==> config.mk <==
export PLATFORM = sky130hd
export DESIGN_NAME = rot_sched_flat
export DESIGN_NICKNAME = d
export VERILOG_FILES = /design/src/rtl/rot_sched_pkg.sv /design/src/rtl/rot_sched_if.sv /design/src/rtl/rot_sched_rr_arbiter.sv /design/src/rtl/rot_sched.sv /design/src/flat_wrapper.sv
export SDC_FILE = /design/constraint.sdc
export NUM_CORES = 1
export LEC_CHECK = 0
export ABC_AREA = 1
export BUFFER_PORTS_ARGS = -buffer_cell sky130_fd_sc_hd__clkbuf_2
export CAP_MARGIN = 10
export CORE_MARGIN = 10
export CORE_UTILIZATION = 48
export CTS_BUF_LIST = sky130_fd_sc_hd__clkbuf_4
export CTS_CLUSTER_DIAMETER = 40
export DETAILED_ROUTE_END_ITERATION = 8
export PLACE_DENSITY_LB_ADDON = 0.3
export SYNTH_ARGS = -nofsm -noshare
export SYNTH_HDL_FRONTEND = slang
export SYNTH_SLANG_ARGS = --single-unit
==> constraint.sdc <==
create_clock -name clk -period 1.8 [get_ports clk]
set_input_delay 0.45 -clock clk [delete_from_list [all_inputs] [get_ports clk]]
set_output_delay 0.45 -clock clk [all_outputs]
set_load 0.005 [all_outputs]
==> src/rtl/rot_sched_pkg.sv <==
// Shared types and constants for the rotator resource scheduler.
//  state_t : 2-bit scheduler state encoding
//  *_DEF   : default parameter values
//  idx_w() : index width for an N-entry select (minimum 1 bit)
package rot_sched_pkg;

    localparam int unsigned NREQ_DEF = 4;
    localparam int unsigned RW_DEF   = 3;
    localparam int unsigned LAT_DEF  = 2;

    typedef enum logic [1:0] {
        S_IDLE   = 2'd0,
        S_ISSUE  = 2'd1,
        S_WAIT   = 2'd2,
        S_RETURN = 2'd3
    } state_t;

    // Select width for n entries; a 1-entry select still needs one bit.
    function automatic int unsigned idx_w(input int unsigned n);
        return (n <= 1) ? 1 : $clog2(n);
    endfunction

endpackage

==> src/rtl/rot_sched_if.sv <==
// Requester/datapath-control bundle of the rotator scheduler.
//  req, rot_amt        : requester side -> scheduler
//  gnt                 : one-hot grant pulse back to requesters
//  mux_sel, rotation,
//  issue_valid         : datapath input control
//  demux_sel,
//  demux_valid         : datapath output steering
//  busy                : scheduler not idle
// master = requesters/datapath side, slave = scheduler.
interface rot_sched_if
    import rot_sched_pkg::*;
#(
    parameter int unsigned NREQ = NREQ_DEF,
    parameter int unsigned RW   = RW_DEF
) ();

    localparam int unsigned IDXW = idx_w(NREQ);

    logic [NREQ-1:0]    req;
    logic [NREQ*RW-1:0] rot_amt;
    logic [NREQ-1:0]    gnt;
    logic [IDXW-1:0]    mux_sel;
    logic [RW-1:0]      rotation;
    logic               issue_valid;
    logic [IDXW-1:0]    demux_sel;
    logic               demux_valid;
    logic               busy;

    modport master (
        output req, rot_amt,
        input  gnt, mux_sel, rotation, issue_valid, demux_sel, demux_valid, busy
    );

    modport slave (
        input  req, rot_amt,
        output gnt, mux_sel, rotation, issue_valid, demux_sel, demux_valid, busy
    );

endinterface

==> src/rtl/rot_sched_rr_arbiter.sv <==
// Combinational round-robin pick.
//  i_req   : request vector
//  i_ptr   : highest-priority index this round
//  o_any_c : at least one request present
//  o_idx_c : first requesting index at or after i_ptr, wrapping
module rot_sched_rr_arbiter
    import rot_sched_pkg::*;
#(
    parameter  int unsigned NREQ = NREQ_DEF,
    localparam int unsigned IDXW = idx_w(NREQ)
) (
    input  logic [NREQ-1:0] i_req,
    input  logic [IDXW-1:0] i_ptr,
    output logic            o_any_c,
    output logic [IDXW-1:0] o_idx_c
);

    logic        w_found;
    int unsigned w_cand;

    assign o_any_c = |i_req;

    // Scan NREQ positions starting at the pointer; first hit wins.
    always_comb begin
        o_idx_c = '0;
        w_found = 1'b0;
        w_cand  = 0;
        for (int unsigned k = 0; k < NREQ; k++) begin
            w_cand = (32'(i_ptr) + k) % NREQ;
            if (!w_found && i_req[w_cand]) begin
                o_idx_c = IDXW'(w_cand);
                w_found = 1'b1;
            end
        end
    end

endmodule

==> src/rtl/rot_sched.sv <==
// Round-robin scheduler for the shared mux -> rotator -> demux datapath.
//  clk, rst_n : clock, asynchronous active-low reset
//  bus        : rot_sched_if slave port
//    in : req (held until gnt), rot_amt (slice i for requester i)
//    out: gnt, mux_sel, rotation, issue_valid   (issue side)
//         demux_sel, demux_valid                (return side)
//         busy                                  (state != IDLE)
// One op at a time: ISSUE (1) -> WAIT (LAT) -> RETURN (1); RETURN may
// chain straight into the next ISSUE. All outputs are registered.
module rot_sched
    import rot_sched_pkg::*;
#(
    parameter int unsigned NREQ = NREQ_DEF,
    parameter int unsigned RW   = RW_DEF,
    parameter int unsigned LAT  = LAT_DEF
) (
    input  logic        clk,
    input  logic        rst_n,
    rot_sched_if.slave  bus
);

    localparam int unsigned IDXW = idx_w(NREQ);
    localparam int unsigned CW   = idx_w(LAT);

    state_t          r_state, w_state_nxt;
    logic [IDXW-1:0] r_ptr, w_ptr_nxt;
    logic [CW-1:0]   r_cnt, w_cnt_nxt;
    logic [IDXW-1:0] r_win, w_win_nxt;

    logic [NREQ-1:0] r_gnt, w_gnt_nxt;
    logic [IDXW-1:0] r_mux_sel, w_mux_sel_nxt;
    logic [RW-1:0]   r_rotation, w_rotation_nxt;
    logic            r_issue_valid, w_issue_valid_nxt;
    logic [IDXW-1:0] r_demux_sel, w_demux_sel_nxt;
    logic            r_demux_valid, w_demux_valid_nxt;
    logic            r_busy, w_busy_nxt;

    logic            w_any;
    logic [IDXW-1:0] w_idx;

    rot_sched_rr_arbiter #(
        .NREQ (NREQ)
    ) u_arb (
        .i_req   (bus.req),
        .i_ptr   (r_ptr),
        .o_any_c (w_any),
        .o_idx_c (w_idx)
    );

    // State and output registers.
    always_ff @(posedge clk or negedge rst_n) begin
        if (!rst_n) begin
            r_state       <= S_IDLE;
            r_ptr         <= '0;
            r_cnt         <= '0;
            r_win         <= '0;
            r_gnt         <= '0;
            r_mux_sel     <= '0;
            r_rotation    <= '0;
            r_issue_valid <= 1'b0;
            r_demux_sel   <= '0;
            r_demux_valid <= 1'b0;
            r_busy        <= 1'b0;
        end else begin
            r_state       <= w_state_nxt;
            r_ptr         <= w_ptr_nxt;
            r_cnt         <= w_cnt_nxt;
            r_win         <= w_win_nxt;
            r_gnt         <= w_gnt_nxt;
            r_mux_sel     <= w_mux_sel_nxt;
            r_rotation    <= w_rotation_nxt;
            r_issue_valid <= w_issue_valid_nxt;
            r_demux_sel   <= w_demux_sel_nxt;
            r_demux_valid <= w_demux_valid_nxt;
            r_busy        <= w_busy_nxt;
        end
    end

    // Next-state and next-output logic. An issue is launched from IDLE or
    // RETURN; the winner's rotation slice is captured here and only here.
    always_comb begin
        w_state_nxt       = r_state;
        w_ptr_nxt         = r_ptr;
        w_cnt_nxt         = r_cnt;
        w_win_nxt         = r_win;
        w_gnt_nxt         = '0;
        w_mux_sel_nxt     = r_mux_sel;
        w_rotation_nxt    = r_rotation;
        w_issue_valid_nxt = 1'b0;
        w_demux_sel_nxt   = r_demux_sel;
        w_demux_valid_nxt = 1'b0;

        unique case (r_state)
            S_IDLE, S_RETURN: begin
                if (w_any) begin
                    w_state_nxt       = S_ISSUE;
                    w_win_nxt         = w_idx;
                    w_gnt_nxt         = NREQ'(1) << w_idx;
                    w_mux_sel_nxt     = w_idx;
                    w_rotation_nxt    = bus.rot_amt[32'(w_idx) * RW +: RW];
                    w_issue_valid_nxt = 1'b1;
                    w_cnt_nxt         = CW'(LAT - 1);
                    // Winner drops to lowest priority for the next round.
                    w_ptr_nxt         = (w_idx == IDXW'(NREQ - 1)) ? '0 : w_idx + IDXW'(1);
                end else begin
                    w_state_nxt = S_IDLE;
                end
            end
            S_ISSUE: begin
                w_state_nxt = S_WAIT;
            end
            S_WAIT: begin
                if (r_cnt == '0) begin
                    w_state_nxt       = S_RETURN;
                    w_demux_sel_nxt   = r_win;
                    w_demux_valid_nxt = 1'b1;
                end else begin
                    w_cnt_nxt = r_cnt - CW'(1);
                end
            end
            default: begin
                w_state_nxt = S_IDLE;
            end
        endcase

        w_busy_nxt = (w_state_nxt != S_IDLE);
    end

    assign bus.gnt         = r_gnt;
    assign bus.mux_sel     = r_mux_sel;
    assign bus.rotation    = r_rotation;
    assign bus.issue_valid = r_issue_valid;
    assign bus.demux_sel   = r_demux_sel;
    assign bus.demux_valid = r_demux_valid;
    assign bus.busy        = r_busy;

endmodule

==> src/flat_wrapper.sv <==
// flat-port wrapper written by rule: the top's interface ports become plain ports
module rot_sched_flat import rot_sched_pkg::*;
#(
    parameter int unsigned NREQ = NREQ_DEF,
    parameter int unsigned RW   = RW_DEF,
    parameter int unsigned LAT  = LAT_DEF
)
  (clk, rst_n, bus_req, bus_rot_amt, bus_gnt, bus_mux_sel, bus_rotation, bus_issue_valid, bus_demux_sel, bus_demux_valid, bus_busy);
  rot_sched_if #(.NREQ(NREQ), .RW(RW)) bus_i ();
  input  logic clk;
  input  logic rst_n;
  input wire logic [$bits(bus_i.req)-1:0] bus_req;
  input wire logic [$bits(bus_i.rot_amt)-1:0] bus_rot_amt;
  output wire logic [$bits(bus_i.gnt)-1:0] bus_gnt;
  output wire logic [$bits(bus_i.mux_sel)-1:0] bus_mux_sel;
  output wire logic [$bits(bus_i.rotation)-1:0] bus_rotation;
  output wire logic [$bits(bus_i.issue_valid)-1:0] bus_issue_valid;
  output wire logic [$bits(bus_i.demux_sel)-1:0] bus_demux_sel;
  output wire logic [$bits(bus_i.demux_valid)-1:0] bus_demux_valid;
  output wire logic [$bits(bus_i.busy)-1:0] bus_busy;
  assign bus_i.req = bus_req;
  assign bus_i.rot_amt = bus_rot_amt;
  assign bus_gnt = bus_i.gnt;
  assign bus_mux_sel = bus_i.mux_sel;
  assign bus_rotation = bus_i.rotation;
  assign bus_issue_valid = bus_i.issue_valid;
  assign bus_demux_sel = bus_i.demux_sel;
  assign bus_demux_valid = bus_i.demux_valid;
  assign bus_busy = bus_i.busy;
  rot_sched #(.NREQ(NREQ), .RW(RW), .LAT(LAT)) u_core (.clk(clk), .rst_n(rst_n), .bus(bus_i));
endmodule
# [Word-level counts from Yosys, hierarchy flattened]
# Index checks and enable logic that the tools add are counted.
[word_totals] out_inout_bits=14 register_bits=19 input_bits=18
[op_classes] n_shift=2 eq_ne=5 n_lt_le_gt_ge=4 n_reduce_logical=14 muxes=28 bitwise_logic=1 n_mul=1 addsub=5
[op_table] op="1-bit two-way mux" count=14
[op_table] op="2-bit by 3-bit < comparator with 1-bit output, second input constant" count=4
[op_table] op="2-bit two-way mux" count=6
[op_table] op="12-bit by 5-bit variable part select with 3-bit output" count=1
[op_table] op="1-bit binary-select mux with 2-bit select" count=4
[op_table] op="4-bit two-way mux" count=2
[op_table] op="2-bit == test, second input constant" count=3
[op_table] op="2-bit one-hot mux with 3 select lines" count=1
[op_table] op="2-bit AND reduction" count=3
[op_table] op="2-bit by 1-bit adder with 2-bit output, second input constant" count=2
[op_table] op="2-bit adder, second input constant" count=2
[op_table] op="2-bit by 2-bit multiplier with 4-bit output, second input constant" count=1
[op_table] op="2-bit nonzero test" count=2
[op_table] op="4-bit OR reduction" count=1
[op_table] op="1-bit by 2-bit << shifter with 4-bit output, first input constant" count=1
[op_table] op="1-bit logical AND" count=3
[op_table] op="1-bit zero test" count=3
[op_table] op="2-bit by 1-bit == test with 1-bit output, second input constant" count=1
[op_table] op="2-bit zero test" count=1
[op_table] op="2-bit inequality test, second input constant" count=1
[op_table] op="1-bit one-hot mux with 2 select lines" count=1
[op_table] op="2-bit OR reduction" count=1
[op_table] op="1-bit inverter" count=1
[op_table] op="1-bit subtractor, second input constant" count=1

# [Longest topological paths before layout]
[depth] ltp_word=15 mapped_depth=16

# [Hierarchy]
# Synthesis repeated with hierarchy kept, for this count alone.
[unflattened] cells_unflattened=150 area_unflattened_um2=1114.8
[modules_own_cells] mod="rot_sched" cells_per_inst=97 area_each_um2=845.8 instances=1
[modules_own_cells] mod="rot_sched_rr_arbiter" cells_per_inst=53 area_each_um2=269.0 instances=1

# [Worst setup path before layout]
# OpenSTA, ideal clock, no wires.
[synth_path] kind="reg2reg" from="reg u_core.r_ptr[0]" to="reg u_core.r_ptr[1]" n_path_buf=1 required_ns=1.673 setup_slack_ns=0.067 setup_time_ns=0.127 arrival_ns=1.606 synth_period_minus_slack_ns=1.733 path_stages_with_launch=15 cell_sequence="dfrtp_1 > buf_6 > inv_8 > nand2_1 > nand2_1 > nand2_2 > nand2_4 > nor2_4 > nand2_2 > nand3_4 > nand2_4 > inv_2 > ha_1 > nand2_1 > o21ai_0"
[synth_between] elab_chain_len=14
[synth_rtl] element="from (decl)" line_no="rot_sched.sv:26" rtl="logic [IDXW-1:0] r_ptr, w_ptr_nxt;"
[synth_rtl] element="from (signal assigned)" line_no="rot_sched.sv:66" rtl="r_ptr <= w_ptr_nxt;"
[synth_rtl] element="parallel branches: the longest is 11 deep, another holds 2-bit by 1-bit adder with 2-bit output"
[synth_rtl] element="2-bit two-way mux *" line_no="rot_sched_rr_arbiter.sv:30" rtl="if (!w_found && i_req[w_cand]) begin"
[synth_rtl] element="2-bit by 1-bit adder with 2-bit output / 2-bit == test (equally long branches)" line_no="rot_sched.sv:104" rtl="w_ptr_nxt = (w_idx == IDXW'(NREQ - 1)) ? '0 : w_idx + IDXW'(1);"
[synth_rtl] element="2-bit two-way mux *" line_no="rot_sched.sv:104"
# Every way passes the cells marked *. The select of a mux whose other input is x is not followed.
# A chain may end at the register's enable or synchronous reset.

# [Final worst setup path]
[layout_path] from="reg u_core.r_ptr[0]" to="reg u_core.r_rotation[0], in the netlist u_core.bus.rotation[0]"
[layout_between] elab_chain_len=14
[layout_rtl] element="parallel branches: the longest is 11 deep, another holds 2-bit by 1-bit adder with 2-bit output"
[layout_rtl] element="2-bit two-way mux *" line_no="rot_sched_rr_arbiter.sv:30"
[layout_rtl] element="2-bit by 2-bit multiplier with 4-bit output *" line_no="rot_sched.sv:100" rtl="w_rotation_nxt = bus.rot_amt[32'(w_idx) * RW +: RW];"
[layout_rtl] element="12-bit by 5-bit variable part select with 3-bit output *" line_no="rot_sched.sv:100"
[layout_rtl] element="to (signal assigned)" line_no="rot_sched.sv:71" rtl="r_rotation <= w_rotation_nxt;"
[layout_rtl] element="to (decl)" line_no="rot_sched.sv:32" rtl="logic [RW-1:0] r_rotation, w_rotation_nxt;"
# Marked as above.

==> reports/results.ini <==
[floorplanning]
ios=32
row_count=17
die_y_um=69.3
start_util=0.517
die_w_um=69.3
dieArea_um2=4800
core_um2=2250

[critical_path]
worstSetupPathType=reg2reg
path_common_cell=nand2_1
required_ps=1990
cp_max_fo=8
cp_slowest_cell=dfrtp_1
slowest_delay_ps=410
worstPathArrival_ps=1950
crit_path_cell_trace=buf_12 -> nand2_1 -> nand2_2 -> nand2_4 -> nand2_8 -> nor2_4 -> nand2_2 -> nand3_4 -> buf_6 -> nand3_1 -> nand3_1 -> nand2_1 -> nand2_1 -> nand2_1
critPathLaunchType=register
critPathCaptureType=register

[synthesis]
synth.net_count=170
syn_inst=150
ys_warn_count=0
synthTopCellsByArea=dfrtp_1 (41%), nand2_1 (13%), nand3_1 (8.6%)
yosysSeqAreaShare=0.408
synth_top_area_frac=0.408
syn_area_um2=1170
synth_area_per_cell_um2=7.77
yosysTopAreaCell=dfrtp_1
synth_cell_type_count=18
ys_seq_elements=19

[finish]
insertedDiodeCount=0
final_cell_mix=clkbuf_2 (31), nand2_1 (26), inv_1 (21), dfrtp_1 (18), nand2_4 (16)
utilization=0.720
drive_above_1_share=0.479
area_growth_pct=39.3
fin_area_um2=1620
nets=215
final_common_cell=clkbuf_2

[sta]
tightest_slew_ps=431
finalSetupViolCount=0
hold_viol_final=0
rsz0062_at_grt=true
slew_viol_final=0
fin_skew_ps=0.527
fin_crit_sh=0.975
max_slew_margin=0.710
setup_tns_ps=0
post-route-min-period_ps=1760
fmax_mhz=570

[global_routing]
antenna_found_initial=0
grt_pass1_wl_um=4380
first_global_vias=1023
track_usage=0.104
gr-total-overflow=0
grt_max_degree=20

[job]
max_cap_violations=0

[clock_network]
cts_hold_repair.buffers=0
root_buffer=clkbuf_4
h-tree-depth=1
cts_sinks=19
cts.reportedPaths.clkPinSlew_ps=90
cts_tree=yes
clk_latency_ps=290
cts_buffers=3
clock_path_buffers=2

[detailed_routing]
dr.pass1.iters=4
num_vias=1099
drc=0
wl_per_cell_um=12.3
drt_wl_total_um=2740
ant_nets=0
vias_per_cell=4.95
drt_iter0_drc=34

[placed_design]
dpl.hpwl_um=2160
placed_cell_area_um2=1410
place_congestion=0.814
portBuffers=31

[power]
ir_worst_vdd_v=0.00144
p_leak_nw=0.911
total_power_w=0.00360
p_per_area_nw_per_um2=2220

[hold_path]
hp-class=in2async

[run_status]
status=complete, no violations

[what timing repair did]
item | 4_1_cts | 5_1_grt
pin swaps | 3 | 21
resized for setup | 1 | 40
gates cloned | 0 | 0
buffers inserted | 1 | 2
setup endpoints to repair | 1 | 6
[power by group]
| group | leakage [nW] | switching (W) | total [W] | internal (W) |
|---|---|---|---|---|
| sequential | 0.233 | 0.000103 | 0.000727 | 0.000624 |
| combinational | 0.660 | 0.00156 | 0.00266 | 0.00109 |
| clock | 0.0184 | 0.000117 | 0.000219 | 0.000101 |
[Yosys cell counts (all sizes together)]
master   n
o21ai   11
nor2     7
o211ai   1
nor4     1
buf      2
ha       2
dfrtp   19
nand2   56
inv     27
a21oi    2
nand3   22
[per-layer routing]
metal / global-route usage / vias up / routed length (µm)
li1: - / 557 / -
met1: 0.123 / 516 / 1150
met2: 0.172 / 22 / 1430
met3: 0.0214 / 4 / 111
met4: 0.0532 / 0 / 43
met5: 0 / - / 0
[kinds of logic after synthesis]
| group | share of synthesized area |
|---|---|
| and+or+nand+nor | 0.384 |
| buffers and inverters | 0.113 |
| DFF | 0.408 |
| AOI/OAI and AO/OA | 0.0740 |
| adders and majority gates | 0.0215 |
[worst paths after layout]
kind / start / to / slack [ps] / cells past startpoint
min in group clk: bus_req[0] / u_core.bus.busy / 490 / 3
setup reg to reg: u_core.r_ptr[0] / u_core.bus.rotation[0] / 40 / 14
hold / removal: rst_n / u_core.bus.demux_valid / 80 / 1
setup / recovery: u_core.r_ptr[0] / u_core.bus.rotation[0] / 40 / 14
max in group asynchronous: rst_n / u_core.r_ptr[1] / 1390 / 1
hold reg to reg: u_core.bus.rotation[1] / u_core.bus.rotation[1] / 500 / 2
[final cells by class]
class / instances / area, µm²
multi-input cells: 102 / 703
fillers: 186 / 631
flip-flops and latches: 19 / 477
repair buffers: 42 / 258
inverters: 27 / 121
well taps: 28 / 35.0
clock buffers: 4 / 30.0
[through the flow]
step / cells / hold slack, ps / worst slack [ps]
6_report: 222 / 80.3 / 44.3
5_1_grt: 222 / 114 / -65.2
4_1_cts: 220 / 96.4 / 2.62
3_5_place_dp: 215 / 420 / -12.8
3_3_place_gp: 215 / 407 / 46.3
2_1_floorplan: 150 / 154 / 66.6
[flip-flops by register name, indices dropped and copies added, names as in the netlist]
signal,cells
u_core.bus.rotation,3
u_core.r_state,2
u_core.bus.demux_sel,2
u_core.r_win,2
u_core.r_cnt,1
u_core.bus.demux_valid,1
u_core.bus.gnt,4
u_core.r_ptr,2
u_core.bus.issue_valid,1
u_core.bus.busy,1
[critical path, delay by kind of cell (launching register included)]
family,cells,cell delay (ps)
buffers and inverters,2,280
flip-flops,1,410
AND/OR/NAND/NOR,12,970
Power figures use the tool's default switching activity.
